<file path="src/rtl/fifo2lane_l2_pkg.sv">
// Shared sizing constants for the dual-lane L2 demux buffering stage.
package fifo2lane_l2_pkg;

    localparam int unsigned DATA_W    = 8;
    localparam int unsigned DEPTH     = 4;
    localparam int unsigned ADDR_W    = 2;
    localparam int unsigned CNT_W     = ADDR_W + 1;
    localparam int unsigned AF_THRESH = 3;
    localparam int unsigned AE_THRESH = 1;

    // Occupancy after one cycle of accepted push/pop activity.
    function automatic logic [CNT_W-1:0] count_next(
        input logic [CNT_W-1:0] count,
        input logic             push_ok,
        input logic             pop_ok
    );
        logic [CNT_W-1:0] result;
        result = count;
        case ({push_ok, pop_ok})
            2'b10:   result = count + CNT_W'(1);
            2'b01:   result = count - CNT_W'(1);
            default: result = count;
        endcase
        return result;
    endfunction

endpackage

</file>
<file path="src/rtl/fifo_lane_l2.sv">
// Single-lane FIFO: push/pop, registered read data, registered flags, sticky error.
module fifo_lane_l2
    import fifo2lane_l2_pkg::*;
(
    input  logic              clk,
    input  logic              reset,
    input  logic              push,
    input  logic [DATA_W-1:0] push_data,
    input  logic              pop,
    output logic [DATA_W-1:0] data_out,
    output logic              valid_out,
    output logic              empty,
    output logic              full,
    output logic              almost_full,
    output logic              almost_empty,
    output logic              error
);

    logic [DATA_W-1:0] mem_q [DEPTH];

    logic [ADDR_W-1:0] wr_ptr_q, wr_ptr_d;
    logic [ADDR_W-1:0] rd_ptr_q, rd_ptr_d;
    logic [CNT_W-1:0]  count_q, count_d;
    logic [DATA_W-1:0] data_out_q, data_out_d;
    logic              valid_out_q, valid_out_d;
    logic              error_q, error_d;
    logic              empty_q, empty_d;
    logic              full_q, full_d;
    logic              almost_full_q, almost_full_d;
    logic              almost_empty_q, almost_empty_d;

    logic              pop_ok;
    logic              push_ok;

    // Accept logic, pointer/count update, read capture and post-update flags.
    always_comb begin
        pop_ok         = 1'b0;
        push_ok        = 1'b0;
        wr_ptr_d       = wr_ptr_q;
        rd_ptr_d       = rd_ptr_q;
        count_d        = count_q;
        data_out_d     = data_out_q;
        valid_out_d    = 1'b0;
        error_d        = error_q;
        empty_d        = empty_q;
        full_d         = full_q;
        almost_full_d  = almost_full_q;
        almost_empty_d = almost_empty_q;

        // A pop frees a slot when full, so the push can reuse it the same cycle.
        pop_ok  = pop && !empty_q;
        push_ok = push && (!full_q || pop_ok);

        if (push_ok) begin
            wr_ptr_d = wr_ptr_q + ADDR_W'(1);
        end
        if (pop_ok) begin
            rd_ptr_d    = rd_ptr_q + ADDR_W'(1);
            data_out_d  = mem_q[rd_ptr_q];
            valid_out_d = 1'b1;
        end

        count_d = count_next(count_q, push_ok, pop_ok);

        // Overflow drops the word; underflow (including empty push+pop) is ignored.
        if ((push && full_q && !pop_ok) || (pop && empty_q)) begin
            error_d = 1'b1;
        end

        empty_d        = (count_d == CNT_W'(0));
        full_d         = (count_d == CNT_W'(DEPTH));
        almost_full_d  = (count_d >= CNT_W'(AF_THRESH));
        almost_empty_d = (count_d <= CNT_W'(AE_THRESH));
    end

    // Control and status registers with synchronous reset.
    always_ff @(posedge clk) begin
        if (reset) begin
            wr_ptr_q       <= '0;
            rd_ptr_q       <= '0;
            count_q        <= '0;
            data_out_q     <= '0;
            valid_out_q    <= 1'b0;
            error_q        <= 1'b0;
            empty_q        <= 1'b1;
            full_q         <= 1'b0;
            almost_full_q  <= 1'b0;
            almost_empty_q <= 1'b1;
        end else begin
            wr_ptr_q       <= wr_ptr_d;
            rd_ptr_q       <= rd_ptr_d;
            count_q        <= count_d;
            data_out_q     <= data_out_d;
            valid_out_q    <= valid_out_d;
            error_q        <= error_d;
            empty_q        <= empty_d;
            full_q         <= full_d;
            almost_full_q  <= almost_full_d;
            almost_empty_q <= almost_empty_d;
        end
    end

    // Storage array; contents are don't-care after reset so it is not cleared.
    always_ff @(posedge clk) begin
        if (push_ok && !reset) begin
            mem_q[wr_ptr_q] <= push_data;
        end
    end

    assign data_out     = data_out_q;
    assign valid_out    = valid_out_q;
    assign empty        = empty_q;
    assign full         = full_q;
    assign almost_full  = almost_full_q;
    assign almost_empty = almost_empty_q;
    assign error        = error_q;

endmodule

</file>
<file path="src/rtl/fifo2lane_l2.sv">
// Dual-lane buffer behind the L2 1:2 demux: two independent lane FIFOs.
module fifo2lane_l2
    import fifo2lane_l2_pkg::*;
(
    input  logic              clk,
    input  logic              reset,
    input  logic              valid_in0,
    input  logic              valid_in1,
    input  logic [DATA_W-1:0] data_in0,
    input  logic [DATA_W-1:0] data_in1,
    input  logic              pop0,
    input  logic              pop1,
    output logic [DATA_W-1:0] data_out0,
    output logic [DATA_W-1:0] data_out1,
    output logic              valid_out0,
    output logic              valid_out1,
    output logic              empty0,
    output logic              empty1,
    output logic              full0,
    output logic              full1,
    output logic              almost_full0,
    output logic              almost_full1,
    output logic              almost_empty0,
    output logic              almost_empty1,
    output logic              error0,
    output logic              error1
);

    // Lane 0 buffer (demux output 0).
    fifo_lane_l2 u_lane0 (
        .clk          (clk),
        .reset        (reset),
        .push         (valid_in0),
        .push_data    (data_in0),
        .pop          (pop0),
        .data_out     (data_out0),
        .valid_out    (valid_out0),
        .empty        (empty0),
        .full         (full0),
        .almost_full  (almost_full0),
        .almost_empty (almost_empty0),
        .error        (error0)
    );

    // Lane 1 buffer (demux output 1).
    fifo_lane_l2 u_lane1 (
        .clk          (clk),
        .reset        (reset),
        .push         (valid_in1),
        .push_data    (data_in1),
        .pop          (pop1),
        .data_out     (data_out1),
        .valid_out    (valid_out1),
        .empty        (empty1),
        .full         (full1),
        .almost_full  (almost_full1),
        .almost_empty (almost_empty1),
        .error        (error1)
    );

endmodule

</file>
<file path="config.mk">
export PLATFORM = sky130hd
export DESIGN_NAME = fifo2lane_l2
export DESIGN_NICKNAME = d
export VERILOG_FILES = /design/src/rtl/fifo2lane_l2_pkg.sv /design/src/rtl/fifo_lane_l2.sv /design/src/rtl/fifo2lane_l2.sv
export SDC_FILE = /design/constraint.sdc
export NUM_CORES = 1
export LEC_CHECK = 0
export ABC_AREA = 1
export CAP_MARGIN = 40
export CORE_ASPECT_RATIO = 0.8
export CORE_MARGIN = 4
export CORE_UTILIZATION = 40
export CTS_CLUSTER_SIZE = 20
export DETAILED_ROUTE_END_ITERATION = 10
export PLACE_DENSITY_LB_ADDON = 0.1
export SETUP_SLACK_MARGIN = 0.4
export SLEW_MARGIN = 10
export SYNTH_ARGS = -nofsm -noshare
export SYNTH_HDL_FRONTEND = slang
export SYNTH_SLANG_ARGS = --single-unit
</file>
<file path="constraint.sdc">
create_clock -name clk -period 3.7 [get_ports clk]
set_input_delay 0.925 -clock clk [delete_from_list [all_inputs] [get_ports clk]]
set_output_delay 0.925 -clock clk [all_outputs]
set_load 0.1 [all_outputs]
</file>
==> results by group <==
Status
  • Status: finished, final reports clean

Global routing
  • Largest net degree at the start of global routing: 27
  • First-pass GRT wire length: between 10000 and 15000 um
  • Total track usage: 14.3%
  • GRT overflow: 0
  • Initial antenna violation count: 0
  • Number of global-route vias before repair: between 2000 and 3000

Routing
  • Drt wl/cell: 12.4 um
  • DRC viols: 0
  • Initial drt markers: 144
  • Router iterations before antenna repair: 4
  • Vias after detailed routing: 3122
  • Vias per cell: ~4.4
  • Final ANT Viol Nets: 0
  • Final wirelength: a little under 9000 um

Synthesis
  • Mapped Cells: 473
  • Multiplexer share of the synthesized area: 0%
  • Synth Register Bits: roughly 110
  • Synth top area cells: edfxtp_1 43%, dfxtp_1 19%, nor2_1 9.6%, nand2_1 6.5%, inv_1 6.0%
  • Post-synth EDFFs: 64
  • Most instantiated cells after synthesis: 114 x nor2_1, 77 x nand2_1, 71 x inv_1, 64 x edfxtp_1, 42 x dfxtp_1
  • Distinct cells, synth: 23
  • Synth Area in Adders: around 3.7%
  • Asr flop ratio synth: 0%
  • Synthesized Nets: roughly 500
  • Cell taking the most area after synthesis: edfxtp_1
  • Synth Area in Compound Gates: ~3.8%
  • Share of the synthesized area in the top cell type: between 40% and 50%
  • Most common cell in the synthesized netlist: nor2_1
  • Avg Cell Area, Syn: approximately 9.4 um2
  • Synth warnings: 0
  • Synth Cell Area: around 4500 um2
  • Post-synth top flop: edfxtp_1
  • Sequential element share of the synthesized area: 61.9%
  • Largest family of logic cells by synthesized area: simple AND/OR/NAND/NOR gates
  • Post-Synth XOR/XNOR Area: less than 1%
  • Simple-Gate Fraction of Synth Area: 20.9%

Critical path
  • Critical path type: in2reg
  • Slowest stage cell, crit path: clkdlybuf4s50_1
  • Crit. End Element: flip-flop
  • Worst reg2reg startpoint: u_lane1.empty
  • Crit path DAT: around 3.0 ns
  • CP peak stage delay: approximately 0.52 ns
  • Crit. Startpoint: pop1
  • Cell Chain, Critical Path: clkdlybuf4s50_1, nand2_2, nand2_1, nand2_2, ha_1, fa_1, inv_1, o21ai_1, nor2_1, nand3_1, nand2_1
  • Critical Path Source Type: input pin
  • Worst EP required: approximately 4 ns
  • Worst-path fanout max: 4

STA
  • # setup viols final: 0
  • Slew Viols, Final: 0
  • Fin crit share: between 70% and 80%
  • RSZ-0062 raised after global routing: no
  • Actual slew at the worst max-slew pin: approximately 0.42 ns
  • TNS Setup: 0 ns
  • F_max: 367 MHz
  • Slew Limit Headroom: about 72%
  • Fin worst setup slack: 0.974 ns
  • Minimum clock period: roughly 2.7 ns
  • Clk_skew: about 0.009 ns
  • Endpoints failing hold: 0

Power and ir drop
  • Power per cell area: 683 nW/um2
  • Sw Share: between 30% and 40%
  • Static Leak: 2.45 nW
  • PnR Total Power: roughly 4.0 mW
  • Part of the power in the clock network: 22.3%
  • Comb pwr share: slightly above 40%
  • Sequential Power Share: 37.2%
  • Max VDD drop: just over 500 uV
  • Net Switching: between 1.5 and 2 mW
  • Internal power: 2.41 mW

Placement
  • Pre-CTS setup slack: 0.631 ns
  • HPWL Detailed: approximately 6000 um
  • Placed Instance Area: 5530 um2
  • Global placer's final weighted congestion: approximately 0.76
  • Port Buffer Count: between 40 and 50
  • Placed insts: ~690

Die
  • Starting density of the core: around two fifths
  • Placeable Area: between 10000 and 15000 um2
  • Die area: between 10000 and 15000 um2
  • Std-Cell Rows: 34
  • Die Span Y: approximately 100 um
  • I/O Pins: 50
  • Die W: around 130 um

Clock network
  • H-tree depth: 3
  • Clock-pin slew on the worst setup and hold paths: about 0.070 ns
  • CTS Hold Bufs: 0
  • TritonCTS buffer count: 9
  • Maximum clock path buffer count: 2
  • Setup Fix Bufs, Post-CTS: 0
  • CTS tree: built
  • CTS resizes: 0
  • CTS Sinks: about 110
  • Clk_lat worst skew: ~0.34 ns
  • CTS root buf: clkbuf_16

Min path
  • Hold Crit Start: u_lane0.error
  • Hold crit path type: reg2reg

Run
  • Max Cap Violations: 0

Finish
  • N_diodes: 0
  • Layout Nets: between 500 and 600
  • Layout Area Growth over Synthesis: 30.2%
  • Filler cell count: 1006
  • Ratio of cells with drive above 1 in the final layout: 12.8%
  • Non-filler instance count after layout: 708
  • Design area: 5810 um2
==> per-layer routing <==
layer / GRT usage (%) / wire [um]
met2: 22.8 / 3930
met1: 19.2 / 4410
met3: 4.13 / 318
met4: 4.45 / 106
met5: 0 / 0
==> layout by cell type (no fill, tap or decap), types with 3 or more instances in the layout <==
master / count
nand2_1: 77
nor2_2: 7
buf_4: 10
a21oi_1: 4
nand4_1: 4
ha_1: 10
clkbuf_16: 9
nand3_1: 24
o21ai_1: 9
nor2_1: 114
inv_6: 3
inv_2: 4
buf_8: 28
edfxtp_1: 64
clkdlybuf4s50_1: 49
o21ai_0: 19
inv_1: 71
nand2_2: 4
dfxtp_1: 42
==> metrics by stage <==
| step | hold WS (ns) | util [%] |
|---|---|---|
| after floorplan | 0.499 | - |
| after global placement | 0.452 | 46.7 |
| after detailed placement | 0.454 | 50.8 |
| after CTS | 0.475 | 53.3 |
| after global routing | 0.516 | 53.3 |
| final | 0.469 | 53.3 |
==> final timing paths <==
path	end	slack, ns	depth (start not counted)
worst min-delay path	u_lane0.error	0.47	2
worst max register to register	u_lane1.empty	1.69	10
worst max-delay path	u_lane1.empty	0.97	11
worst min register to register	u_lane0.error	0.47	2
==> cell families (layout without fill, tap and decap cells) <==
kind of cell               count (synthesis)  after routing
buffers and inverters                     90            181
adders and majority gates                 12             12
AOI/OAI and AO/OA                         33             33
DFF                                      106            106
and+or+nand+nor                          230            230
xor gates and xnor gates                   2              2
==> sequential cells by signal, summed over array words and instances (netlist names), 2 cells and up <==
register,flops
u_lane0.mem_q,32
u_lane1.mem_q,32
u_lane0.data_out,8
u_lane1.data_out,8
u_lane0.count_q,3
u_lane1.count_q,3
u_lane0.rd_ptr_q,2
u_lane0.wr_ptr_q,2
u_lane1.rd_ptr_q,2
u_lane1.wr_ptr_q,2
==> worst max-delay path: cells and delay by family <==
family          cells  cell delay [ns]
buf+inv             2             0.56
fa+ha+maj           2             0.75
simple gates        6             0.49
compound gates      1             0.21
==> cell type report <==
| type | count | area (um2) | share of cell area (%) |
|---|---|---|---|
| multi-input cells | 277 | 1280 | 22.1 |
| clock buffers | 9 | 225 | 3.88 |
| well taps | 144 | 180 | 3.10 |
| clock inverters | 7 | 51.3 | 0.883 |
| flip-flops and latches | 106 | 2760 | 47.6 |
| inverters | 77 | 294 | 5.06 |
| repair buffers | 88 | 1010 | 17.4 |
==> power groups by stage <==
stage               logic, mW  registers [mW]  clock network [mW]
finish                   1.61            1.47               0.883
global placement         1.32            1.52                   0
floorplan               0.501            2.06                   0
CTS                      1.62            1.48               0.916
detailed placement       1.61            1.50                   0
global route             1.73            1.49               0.960
Note: power is estimated with default switching activity, not from simulation.
